`src/rtl/cpu_ctrl_pkg.sv`:
```
// Shared control definitions for the execute stage: RV32M operation encodings,
// mul/div FSM states and the integer datapath width.
package cpu_ctrl_pkg;

    localparam int XLEN = 32;

    typedef enum logic [2:0] {
        MD_MUL    = 3'b000,
        MD_MULH   = 3'b001,
        MD_MULHSU = 3'b010,
        MD_MULHU  = 3'b011,
        MD_DIV    = 3'b100,
        MD_DIVU   = 3'b101,
        MD_REM    = 3'b110,
        MD_REMU   = 3'b111
    } mul_mode_e;

    typedef enum logic [2:0] {
        S_IDLE = 3'd0,
        S_MUL  = 3'd1,
        S_DIV  = 3'd2,
        S_FIX  = 3'd3,
        S_DONE = 3'd4
    } md_state_e;

endpackage

```
`src/rtl/div_iter_core.sv`:
```
// Unsigned restoring divider: one quotient bit per step, magnitudes in, raw
// quotient/remainder out. Signs and special cases are resolved by the caller.
module div_iter_core #(
    parameter int XLEN      = 32,
    parameter int DIV_STEPS = 32
) (
    input  logic            clk,
    input  logic            rst,
    input  logic            start,
    input  logic            step,
    input  logic [XLEN-1:0] dividend,
    input  logic [XLEN-1:0] divisor,
    output logic [XLEN-1:0] quotient,
    output logic [XLEN-1:0] remainder,
    output logic            last
);

    localparam int CNT_W = $clog2(DIV_STEPS);
    localparam logic [CNT_W-1:0] LAST_STEP = CNT_W'(DIV_STEPS - 1);

    logic [XLEN-1:0]  quot_r;
    logic [XLEN-1:0]  rem_r;
    logic [XLEN-1:0]  divisor_r;
    logic [CNT_W-1:0] step_cnt_r;
    logic [XLEN:0]    rem_shift_s;
    logic [XLEN:0]    diff_s;

    // Trial subtraction; diff_s[XLEN] set means the shifted remainder is below the divisor.
    always_comb begin
        rem_shift_s = {rem_r, quot_r[XLEN-1]};
        diff_s      = rem_shift_s - {1'b0, divisor_r};
    end

    // Shift-subtract iteration; the quotient register doubles as the dividend shifter.
    always_ff @(posedge clk or posedge rst) begin
        if (rst) begin
            quot_r     <= '0;
            rem_r      <= '0;
            divisor_r  <= '0;
            step_cnt_r <= '0;
        end else if (start) begin
            quot_r     <= dividend;
            rem_r      <= '0;
            divisor_r  <= divisor;
            step_cnt_r <= '0;
        end else if (step) begin
            if (!diff_s[XLEN]) begin
                rem_r  <= diff_s[XLEN-1:0];
                quot_r <= {quot_r[XLEN-2:0], 1'b1};
            end else begin
                rem_r  <= rem_shift_s[XLEN-1:0];
                quot_r <= {quot_r[XLEN-2:0], 1'b0};
            end
            step_cnt_r <= step_cnt_r + 1'b1;
        end else begin
            quot_r     <= quot_r;
            rem_r      <= rem_r;
            divisor_r  <= divisor_r;
            step_cnt_r <= step_cnt_r;
        end
    end

    assign quotient  = quot_r;
    assign remainder = rem_r;
    assign last      = step && (step_cnt_r == LAST_STEP);

endmodule

```
`src/rtl/mul_div_unit.sv`:
```
// Multi-cycle RV32M execute unit: 2-cycle multiplier and iterative divider.
// Optional MUL_DIV_EARLY_OUT_EN lets divide-by-zero and signed overflow bypass the iterations.
module mul_div_unit #(
    parameter int XLEN      = cpu_ctrl_pkg::XLEN,
    parameter int DIV_STEPS = 32
) (
    input  logic            clk,
    input  logic            rst,
    input  logic            start,
    input  logic [2:0]      mul_mode,
    input  logic [XLEN-1:0] op_a,
    input  logic [XLEN-1:0] op_b,
    input  logic            flush,
    output logic            busy,
    output logic            done,
    output logic [XLEN-1:0] result
);

    import cpu_ctrl_pkg::*;

    localparam logic [XLEN-1:0] INT_MIN  = {1'b1, {(XLEN-1){1'b0}}};
    localparam logic [XLEN-1:0] ALL_ONES = {XLEN{1'b1}};

    md_state_e       state_r;
    logic [2:0]      mode_r;
    logic [XLEN-1:0] op_a_r;
    logic [XLEN-1:0] op_b_r;
    logic            div_load_r;

    logic              a_signed_s;
    logic              b_signed_s;
    logic [2*XLEN-1:0] a_ext_s;
    logic [2*XLEN-1:0] b_ext_s;
    logic [2*XLEN-1:0] product_s;
    logic [XLEN-1:0]   mul_res_s;

    logic            signed_div_s;
    logic            a_neg_s;
    logic            b_neg_s;
    logic [XLEN-1:0] a_mag_s;
    logic [XLEN-1:0] b_mag_s;
    logic            div_zero_s;
    logic            div_ovf_s;
    logic [XLEN-1:0] quot_fix_s;
    logic [XLEN-1:0] rem_fix_s;
    logic [XLEN-1:0] fix_res_s;

    logic            core_start_s;
    logic            core_step_s;
    logic            core_last_s;
    logic [XLEN-1:0] core_quot_s;
    logic [XLEN-1:0] core_rem_s;

    logic            accept_s;
    logic            early_out_s;

    // Operand extension: modular 2*XLEN product of the extended operands gives every MUL* variant.
    always_comb begin
        a_signed_s = 1'b0;
        b_signed_s = 1'b0;
        case (mode_r)
            MD_MULH: begin
                a_signed_s = 1'b1;
                b_signed_s = 1'b1;
            end
            MD_MULHSU: begin
                a_signed_s = 1'b1;
                b_signed_s = 1'b0;
            end
            default: begin
                a_signed_s = 1'b0;
                b_signed_s = 1'b0;
            end
        endcase
        a_ext_s   = {{XLEN{a_signed_s & op_a_r[XLEN-1]}}, op_a_r};
        b_ext_s   = {{XLEN{b_signed_s & op_b_r[XLEN-1]}}, op_b_r};
        product_s = a_ext_s * b_ext_s;
        if (mode_r == MD_MUL) begin
            mul_res_s = product_s[XLEN-1:0];
        end else begin
            mul_res_s = product_s[2*XLEN-1:XLEN];
        end
    end

    // Divider sign handling, special cases and final sign correction.
    always_comb begin
        signed_div_s = ~mode_r[0];
        a_neg_s      = signed_div_s & op_a_r[XLEN-1];
        b_neg_s      = signed_div_s & op_b_r[XLEN-1];
        if (a_neg_s) begin
            a_mag_s = -op_a_r;
        end else begin
            a_mag_s = op_a_r;
        end
        if (b_neg_s) begin
            b_mag_s = -op_b_r;
        end else begin
            b_mag_s = op_b_r;
        end
        div_zero_s = (op_b_r == '0);
        div_ovf_s  = signed_div_s && (op_a_r == INT_MIN) && (op_b_r == ALL_ONES);
        if (div_zero_s) begin
            quot_fix_s = ALL_ONES;
            rem_fix_s  = op_a_r;
        end else if (div_ovf_s) begin
            quot_fix_s = INT_MIN;
            rem_fix_s  = '0;
        end else begin
            if (a_neg_s ^ b_neg_s) begin
                quot_fix_s = -core_quot_s;
            end else begin
                quot_fix_s = core_quot_s;
            end
            if (a_neg_s) begin
                rem_fix_s = -core_rem_s;
            end else begin
                rem_fix_s = core_rem_s;
            end
        end
        if (mode_r[1]) begin
            fix_res_s = rem_fix_s;
        end else begin
            fix_res_s = quot_fix_s;
        end
    end

    // Launch qualification; the early-out decision uses the incoming operands.
    always_comb begin
        accept_s = start && !flush && ((state_r == S_IDLE) || (state_r == S_DONE));
`ifdef MUL_DIV_EARLY_OUT_EN
        early_out_s = (op_b == '0) ||
                      (!mul_mode[0] && (op_a == INT_MIN) && (op_b == ALL_ONES));
`else
        early_out_s = 1'b0;
`endif
        core_start_s = (state_r == S_DIV) && div_load_r;
        core_step_s  = (state_r == S_DIV) && !div_load_r;
    end

    div_iter_core #(
        .XLEN      (XLEN),
        .DIV_STEPS (DIV_STEPS)
    ) u_div_iter_core (
        .clk       (clk),
        .rst       (rst),
        .start     (core_start_s),
        .step      (core_step_s),
        .dividend  (a_mag_s),
        .divisor   (b_mag_s),
        .quotient  (core_quot_s),
        .remainder (core_rem_s),
        .last      (core_last_s)
    );

    // Control FSM with registered busy/done/result; the first DIV cycle loads the core.
    always_ff @(posedge clk or posedge rst) begin
        if (rst) begin
            state_r    <= S_IDLE;
            mode_r     <= 3'b000;
            op_a_r     <= '0;
            op_b_r     <= '0;
            div_load_r <= 1'b0;
            busy       <= 1'b0;
            done       <= 1'b0;
            result     <= '0;
        end else begin
            done <= 1'b0;
            if (flush && (state_r != S_IDLE)) begin
                state_r    <= S_IDLE;
                busy       <= 1'b0;
                div_load_r <= 1'b0;
            end else begin
                case (state_r)
                    S_IDLE, S_DONE: begin
                        if (accept_s) begin
                            mode_r     <= mul_mode;
                            op_a_r     <= op_a;
                            op_b_r     <= op_b;
                            busy       <= 1'b1;
                            div_load_r <= 1'b1;
                            if (!mul_mode[2]) begin
                                state_r <= S_MUL;
                            end else if (early_out_s) begin
                                state_r <= S_FIX;
                            end else begin
                                state_r <= S_DIV;
                            end
                        end else begin
                            state_r <= S_IDLE;
                            busy    <= 1'b0;
                        end
                    end
                    S_MUL: begin
                        result  <= mul_res_s;
                        done    <= 1'b1;
                        busy    <= 1'b0;
                        state_r <= S_DONE;
                    end
                    S_DIV: begin
                        div_load_r <= 1'b0;
                        if (core_last_s) begin
                            state_r <= S_FIX;
                        end else begin
                            state_r <= S_DIV;
                        end
                    end
                    S_FIX: begin
                        result  <= fix_res_s;
                        done    <= 1'b1;
                        busy    <= 1'b0;
                        state_r <= S_DONE;
                    end
                    default: begin
                        state_r <= S_IDLE;
                        busy    <= 1'b0;
                    end
                endcase
            end
        end
    end

endmodule

```
`config.mk`:
```
export PLATFORM = sky130hd
export DESIGN_NAME = mul_div_unit
export DESIGN_NICKNAME = d
export VERILOG_FILES = /design/src/rtl/cpu_ctrl_pkg.sv /design/src/rtl/div_iter_core.sv /design/src/rtl/mul_div_unit.sv
export SDC_FILE = /design/constraint.sdc
export NUM_CORES = 2
export LEC_CHECK = 0
export ABC_AREA = 0
export CORE_ASPECT_RATIO = 1.4
export CORE_MARGIN = 2
export CORE_UTILIZATION = 50
export DETAILED_ROUTE_END_ITERATION = 8
export PLACE_DENSITY = 0.73
export SLEW_MARGIN = 5
export SYNTH_ARGS = -nofsm -noshare
export SYNTH_HDL_FRONTEND = slang
export SYNTH_HIERARCHICAL = 1
export SYNTH_SLANG_ARGS = --single-unit
```
`constraint.sdc`:
```
create_clock -name clk -period 11.7 [get_ports clk]
set_input_delay 1.17 -clock clk [delete_from_list [all_inputs] [get_ports clk]]
set_output_delay 1.17 -clock clk [all_outputs]
set_load 0.01 [all_outputs]
```
==> out/metrics.cfg <==
[setup_path]
slowest_stage=fa_1
end_kind=register
critPathKind=reg2reg
crit_path_frequent_cell=fa_1
arrival_ns=10.13
rrSetupSlack_ns=1.99
crit_path_max_incr_delay_ns=0.76
cp-start-kind=register
cp.required_ns=12.12
critPathMaxFanout=31

[synthesis]
synth_cell_types=87
synth_nets=7410
netlist_area_um2=52500
ys_seq_area_frac=0.0981
synth_ff_type=dfrtp_1
syn_inst=5962
synth_edf_count=0
yosys_warnings=6
syn_area_per_cell_um2=8.81
async_flop_share=1.00
ys_seq_elements=206

[cts]
cts_root_buffer=clkbuf_16
cts_tree=done
cts_buffers=21
post_cts_resized=0
htreeDepth=1
cts_sinks=206
clk_latency_ns=0.57
holdBufCountCts=0
postCtsSetupBuffers=0
clockBufferDepth=3
clk_pin_slew_worst_paths_ns=0.08

[timing]
final_max_slew_viol_count=0
final-setup-viol-count=0
fin_crit_sh=0.830
hold_viol=0
tightest_slew_ns=1.18
finClkSkew_ns=0.0178
clock.fmax_ghz=0.103
fin_setup_tns_ns=0
slew_headroom=0.214
fin_crit_ns=9.71
rsz0062_at_grt=false

[drt]
drc=0
avgViaCountPerCell=5.85
wirelength_mm=167
drt_iter0_drc=3659
wl_per_cell_um=23.2
first_pass_iters=8
antenna_left=0
vias=42000

[final_layout]
multi_input_area_um2=41300
syn_to_final_growth_pct=5.32
final_nets=7263
drive_above_1_share=0.0432
regArea_um2=5150
fill_cells=9436

[global_route]
grt_overflow=0
grt_max_degree=76
grt_pass1_vias=45400
grt_first_pass_wirelength_mm=261
antenna_found_initial=8
track_usage=0.316

[outcome]
status=completed

[die]
die_h_um=388
die_width_um=278
start_util=0.505
die-area_um2=108000
coreArea_um2=104000
ios=105
std_cell_rows=140

[job]
cap_violations=0

[place]
place_congestion=0.988
portBuffers=104
dpl.hpwl_mm=126

[hold_path]
hp-class=reg2reg

[state kept, by name, indices dropped and copies added, names as in the netlist]
name	cells
state_r	3
busy	1
op_b_r	32
op_a_r	32
u_div_iter_core/remainder	32
u_div_iter_core/quotient	32
u_div_iter_core/divisor_r	32
u_div_iter_core/step_cnt_r	5
mode_r	3
div_load_r	1
result	32
done	1
[area by class of cell]
type | instances | area share
flip-flops and latches | 206 | 0.0932
clock buffers | 28 | 0.0107
diodes | 8 | 0.000362
clock inverters | 7 | 0.00219
multi-input cells | 4145 | 0.747
well taps | 1349 | 0.0305
inverters | 1237 | 0.0840
repair buffers | 204 | 0.0324
[final timing paths]
check,from,to,depth (start not counted)
min in group asynchronous,rst,u_div_iter_core/step_cnt_r[0]$_DFFE_PP0P_,2
setup / recovery,mode_r[0]$_DFFE_PP0P_,result[31]$_DFFE_PP0P_,30
max in group asynchronous,rst,op_a_r[9]$_DFFE_PP0P_,3
hold reg to reg,result[13]$_DFFE_PP0P_,result[13]$_DFFE_PP0P_,1
hold / removal,result[13]$_DFFE_PP0P_,result[13]$_DFFE_PP0P_,1
setup reg to reg,mode_r[0]$_DFFE_PP0P_,result[31]$_DFFE_PP0P_,30
[metrics by stage]
step / hold slack (ns) / util / worst slack [ns] / cell area [um2] / cells
2_1_floorplan: 0.451 / - / 2.90 / 52500 / 5962
3_3_place_gp: 0.467 / 0.525 / 2.11 / 54600 / 7141
3_5_place_dp: 0.477 / 0.525 / 1.99 / 54600 / 7141
4_1_cts: 0.489 / 0.532 / 1.93 / 55300 / 7176
5_1_grt: 0.524 / 0.532 / 1.49 / 55300 / 7178
6_report: 0.486 / 0.532 / 1.99 / 55300 / 7184
[routing by layer]
layer,routed length (um),global-route usage,share of wire,vias up
li1,-,-,-,17700
met1,56900,0.355,0.34,21400
met2,81500,0.544,0.49,2160
met3,14700,0.0645,0.088,709
met4,13900,0.210,0.083,4
met5,28,0,0.00017,-
[cells in the final DEF, fill, tap and decap left out, types with 63 or more instances in the layout]
cell type and n:
ha_1 251, xor2_1 82, inv_1 1235, and2_1 316, buf_4 100, xnor2_1 131, fa_1 1126, o21ai_0 200
a21oi_1 171, mux2_2 63, mux2i_1 66, nor2_1 219, nand2_1 948, dfrtp_1 206, clkdlybuf4s50_1 104
[critical path: cells and delay by family (launching register included)]
kind,cells,cell delay [ns]
muxes,1,0.14
AOI/OAI and AO/OA,7,1.72
xor gates and xnor gates,1,0.30
adders and majority gates,9,4.95
DFF,1,0.53
buffers and inverters,8,1.43
and+or+nand+nor,4,0.47
[cells by family (layout without fill, tap and decap cells)]
group,Yosys count,count (layout),share of synthesized area
other,0,8,0
multiplexers,129,129,0.0261
flip-flops,206,206,0.0981
AND/OR/NAND/NOR,1754,1754,0.154
adder cells (fa/ha/maj),1377,1377,0.489
AO/OA/AOI/OAI,671,671,0.0804
buffers and inverters,1611,1476,0.116
XOR/XNOR,214,214,0.0360
[synthesized netlist by cell type, types with 11 or more instances]
cell type,instances,area (um2)
a31oi_1,25,156
buf_1,81,304
mux2_2,63,709
ha_1,251,3140
nor2_1,219,822
or4_1,13,97.6
o41ai_1,15,131
xnor2_1,131,1150
or3_1,16,100
a211oi_1,44,330
o21a_1,13,97.6
nand2_1,948,3560
buf_2,21,105
nand2b_1,20,125
mux2i_1,66,661
o21ai_0,200,1000
nor3_1,43,215
o22ai_1,11,68.8
nor4_1,15,93.8
nand4_1,30,188
inv_1,1237,4640
o21ai_1,16,80.1
nor2b_1,19,119
o21bai_1,11,82.6
nand3_1,34,170
xor2_1,82,718
fa_1,1126,22500
dfrtp_1,206,5150
o211ai_1,15,113
clkbuf_1,268,1010
and3_1,29,181
a21oi_1,171,856
o31ai_1,18,135
a221oi_1,14,123
and2_1,316,1980
a21o_1,34,255
Power is not shown: default switching activity piles up to over one toggle a cycle in this logic, so the estimate is an artifact.
